`src/rtl/sr_cmd_generator.sv`:
```
// sr_cmd_generator
//   Command front end for an SR flip-flop. Two raw pushbuttons are each
//   passed through a 2-flop synchronizer and a counter debouncer. Each
//   accepted press (debounced rising edge) becomes a one-cycle s or r pulse.
//   s and r are never high in the same cycle. When both presses are accepted
//   together, only the RESET_PRIORITY winner is pulsed, conflict pulses and
//   conflict_cnt counts up, saturating at 255.
//
// Ports
//   clk          in   system clock, rising edge
//   rst          in   synchronous active-high reset
//   set_btn      in   raw asynchronous set request (1 = pressed)
//   rst_btn      in   raw asynchronous reset request (1 = pressed)
//   s            out  registered one-cycle set pulse
//   r            out  registered one-cycle reset pulse
//   conflict     out  registered one-cycle pulse on a simultaneous press
//   conflict_cnt out  saturating conflict count
//   busy         out  high while either debounce counter is non-zero
module sr_cmd_generator #(
  parameter int unsigned DEBOUNCE_CYCLES = 4,
  parameter bit          RESET_PRIORITY  = 1'b1
) (
  input  logic       clk,
  input  logic       rst,
  input  logic       set_btn,
  input  logic       rst_btn,
  output logic       s,
  output logic       r,
  output logic       conflict,
  output logic [7:0] conflict_cnt,
  output logic       busy
);

  localparam int unsigned CW = $clog2(DEBOUNCE_CYCLES + 1);
  // Counter value from which the next mismatch completes the debounce.
  localparam logic [CW-1:0] CNT_LAST = CW'(DEBOUNCE_CYCLES - 1);

  // Channel 0 = set, channel 1 = reset.
  logic [1:0]    w_raw;
  logic [1:0]    r_sync1;
  logic [1:0]    r_sync2;
  logic [1:0]    r_deb;
  logic [1:0]    r_deb_prev;
  logic [CW-1:0] r_cnt [2];
  logic [1:0]    w_press;
  logic          w_both;
  logic          w_s_next;
  logic          w_r_next;

  assign w_raw = {rst_btn, set_btn};

  for (genvar g = 0; g < 2; g++) begin : g_ch
    always_ff @(posedge clk) begin
      if (rst) begin
        r_sync1[g]    <= 1'b0;
        r_sync2[g]    <= 1'b0;
        r_deb[g]      <= 1'b0;
        r_deb_prev[g] <= 1'b0;
        r_cnt[g]      <= '0;
      end else begin
        r_sync1[g]    <= w_raw[g];
        r_sync2[g]    <= r_sync1[g];
        r_deb_prev[g] <= r_deb[g];
        if (r_sync2[g] == r_deb[g]) begin
          r_cnt[g] <= '0;
        end else if (r_cnt[g] == CNT_LAST) begin
          // Level held for DEBOUNCE_CYCLES samples: accept it.
          r_deb[g] <= r_sync2[g];
          r_cnt[g] <= '0;
        end else begin
          r_cnt[g] <= r_cnt[g] + CW'(1);
        end
      end
    end
  end

  assign w_press = r_deb & ~r_deb_prev;
  assign w_both  = w_press[0] & w_press[1];

  // On a simultaneous press the loser is dropped, never queued.
  always_comb begin
    w_s_next = w_press[0];
    w_r_next = w_press[1];
    if (w_both) begin
      if (RESET_PRIORITY) begin
        w_s_next = 1'b0;
      end else begin
        w_r_next = 1'b0;
      end
    end
  end

  always_ff @(posedge clk) begin
    if (rst) begin
      s            <= 1'b0;
      r            <= 1'b0;
      conflict     <= 1'b0;
      conflict_cnt <= '0;
    end else begin
      s        <= w_s_next;
      r        <= w_r_next;
      conflict <= w_both;
      if (w_both && (conflict_cnt != '1)) begin
        conflict_cnt <= conflict_cnt + 8'd1;
      end
    end
  end

  assign busy = (r_cnt[0] != '0) || (r_cnt[1] != '0);

endmodule

```
`config.mk`:
```
export PLATFORM = sky130hd
export DESIGN_NAME = sr_cmd_generator
export DESIGN_NICKNAME = d
export VERILOG_FILES = /design/src/rtl/sr_cmd_generator.sv
export SDC_FILE = /design/constraint.sdc
export NUM_CORES = 1
export LEC_CHECK = 0
export BUFFER_PORTS_ARGS = -buffer_cell sky130_fd_sc_hd__buf_2
export CORE_AREA = 2 2 48 50
export CTS_CLUSTER_DIAMETER = 60
export DETAILED_ROUTE_END_ITERATION = 8
export DIE_AREA = 0 0 50 52
export GPL_TIMING_DRIVEN = 0
export PLACE_DENSITY = 0.86
export SLEW_MARGIN = 5
export SYNTH_ARGS = -nofsm -noshare
export SYNTH_HDL_FRONTEND = slang
export SYNTH_SLANG_ARGS = --single-unit
```
`constraint.sdc`:
```
create_clock -name clk -period 2.3 [get_ports clk]
set_clock_uncertainty 0.1 [all_clocks]
set_input_delay 0.46 -clock clk [delete_from_list [all_inputs] [get_ports clk]]
set_output_delay 0.46 -clock clk [all_outputs]
set_load 0.005 [all_outputs]
```
==> results.yml <==
floorplan:
  dieArea_um2: 2600
  die_height_um: 52
  io_pins: 16
  core_um2: 2110
  initial_core_util_pct: 54.4
  die_x_um: 50
  num_rows: 17
power_and_ir_drop:
  pwr-share-clk_pct: 27.6
  powerDensity_nw_per_um2: 524
  power.switching_w: 0.000146
  p_int_w: 0.000535
  power.share.switching_pct: 21.4
  ir_drop_mv: 0.335
  pwr-share-comb_pct: 4.4
  seq_power_share_pct: 67.9
  leakage_nw: 0.565
global_routing:
  grt_usage_pct: 16.3
  grt_max_degree: 15
  grt_overflow: 0
  grt_pass1_vias: 783
  antenna_found_initial: 0
  grt_pass1_wl_um: 3270
clocking:
  clockBufferDepth: 2
  cts_tree: "yes"
  numCtsBuffers: 3
  clock-sinks: 25
  cts-resized-gates: 0
  cts_hold_buf: 0
  postCtsSetupBuffers: 0
  root_buffer: "clkbuf_4"
  clkTransAtPathRegs_ns: 0.13
  htreeDepth: 1
  clock_latency_ns: 0.31
worst_setup_path:
  crit_start: "r_cnt[0][0]"
  arrival_ns: 1.20
  startpoint_type: "register"
  r2r_slack_ns: 0.69
  worstSetupPathType: "reg -> out"
  reg2reg_from: "conflict_cnt[0]"
  r2r_end: "conflict_cnt[3]"
  reg2reg_depth: 4
  cp-end-kind: "primary output"
  worstPathMaxFanout: 3
  required_ns: 1.74
route:
  vias: 836
  ant_nets: 0
  drc: 0
  first_pass_iters: 4
  drt-wirelength-per-cell_um: 11.8
  via_per_inst: 5.19
  drt_wl_total_um: 1900
  drt_iter0_drc: 8
synth:
  synth_top_area_share_pct: 33.2
  synth_ff_type: "dfxtp_1"
  ys_warn_count: 0
  synthCells: 109
  seq_area_frac_synth_pct: 49.0
  ys_ff_latch: 25
  synth.distinct_cells: 32
  avgSynthCellArea_um2: 10.5
  synth.area.top_cells: "dfxtp_1 33%, edfxtp_1 16%, ha_1 7.7%"
  async_reset_ff_share_pct: 0
  netlist.top_cell.by_area: "dfxtp_1"
  netlist_area_um2: 1140
  synth_edf_count: 6
timing:
  hold_slack_ns: 0.252
  hold_viol_final: 0
  min_period_over_period_pct: 76.5
  finalSetupTns_ns: 0
  fmax_ghz: 0.568
  rsz0062_at_grt: "false"
  drv_slew: 0
  fin_crit_ns: 1.76
  setup_ws_ns: 0.541
  setup_violations: 0
worst_hold_path:
  min_to: "r_sync1[1]"
  worstHoldPathType: "in -> reg"
  hold_start: "rst_btn"
  holdPathStages: 2
placed_design:
  gp_congestion: 0.809
  portBuffers: 15
  pre_cts_ws_ns: 0.697
  dp.cells: 157
  hpwlAfterDp_um: 1470
cells_and_area:
  n_antenna_cell: 0
  fin_util_pct: 61.8
  nets: 145
  instances_no_fill: 161
  drive_gt1_share_pct: 20.3
  area_growth_pct: 13.7
flow_run:
  maxCapViolations: 0
status:
  outcome: "finished clean"
==> critical path, cell delays in order (launching register included) <==
cell,delay [ns]
edfxtp_1,0.45
inv_1,0.09
ha_1,0.15
nand4_1,0.08
buf_2,0.13
==> power by group through the flow <==
| stage | clock network, W | registers, W | logic [W] |
|---|---|---|---|
| after floorplan | 0 | 0.000471 | 0.0000213 |
| after global placement | 0 | 0.000472 | 0.0000283 |
| after detailed placement | 0 | 0.000473 | 0.0000303 |
| after CTS | 0.000194 | 0.000463 | 0.0000304 |
| after global routing | 0.000213 | 0.000464 | 0.0000353 |
| final | 0.000188 | 0.000463 | 0.0000301 |
==> layer usage <==
metal  vias up  track usage, %  routed length (um)
li1        414               -                   -
met1       402            18.4                 803
met2        16            31.1                1020
met3         4            1.72                  62
met4         0            6.48                  19
met5         -               0                   0
==> cell usage after synthesis (2+ instances only) <==
cell type  number
a211oi_2        2
nand2_1         2
and3_1          3
a211oi_1        2
edfxtp_1        6
inv_1          12
nor2_1         12
a311oi_1        2
xnor2_1         2
nor2b_1        10
mux2_1          3
mux2i_1         3
ha_1            7
nand4_1         2
a31oi_1         3
dfxtp_1        19
or3_1           2
and2_1          3
==> through the flow <==
| stage | power [W] | area (um2) |
|---|---|---|
| 2_1_floorplan | 0.000493 | 1160 |
| 3_3_place_gp | 0.000500 | 1270 |
| 3_5_place_dp | 0.000503 | 1270 |
| 4_1_cts | 0.000688 | 1300 |
| 5_1_grt | 0.000713 | 1300 |
| 6_report | 0.000681 | 1300 |
==> state kept, by name, indices dropped and copies added (netlist names) <==
name and flops:
r_cnt 6, s 1, r_sync2 2, r_sync1 2, r_deb 2, conflict 1
r 1, r_deb_prev 2, conflict_cnt 8
==> worst max path at each step <==
stage                            to
floorplan           conflict_cnt[2]
global placement    conflict_cnt[2]
detailed placement      r_cnt[0][0]
CTS                            busy
global route                   busy
finish                         busy
==> cell type report <==
cell class,instances,area [um2]
tap,28,35.0
timing repair buffer,15,75.1
multi-input combinational,74,538
clock buffer,3,22.5
buffer,3,20.0
fill,183,805
sequential,25,561
inverter,12,45.0
clock inverter,1,5.00
==> layout by cell type, fill, tap and decap left out, drive strengths merged, types with 3 or more instances in the layout <==
cell | Yosys | layout
dfxtp | 19 | 19
buf | 3 | 18
inv | 12 | 12
nor2 | 12 | 12
nor2b | 10 | 10
ha | 7 | 7
edfxtp | 6 | 6
conb | 1 | 6
a211oi | 4 | 4
a31oi | 3 | 3
and2 | 3 | 3
and3 | 3 | 3
mux2 | 3 | 3
mux2i | 3 | 3
clkbuf | 0 | 3
==> cells by family (layout without fill, tap and decap cells) <==
family | Yosys count | after routing | synth area share (%)
multiplexers | 6 | 6 | 5.57
AND/OR/NAND/NOR | 41 | 41 | 21.6
AO/OA/AOI/OAI | 12 | 12 | 8.63
flip-flops | 25 | 25 | 49.0
other | 1 | 6 | 0.328
XOR/XNOR | 2 | 2 | 1.53
buffers and inverters | 15 | 34 | 5.68
adder cells (fa/ha/maj) | 7 | 7 | 7.65
Power figures use the tool's default switching activity.
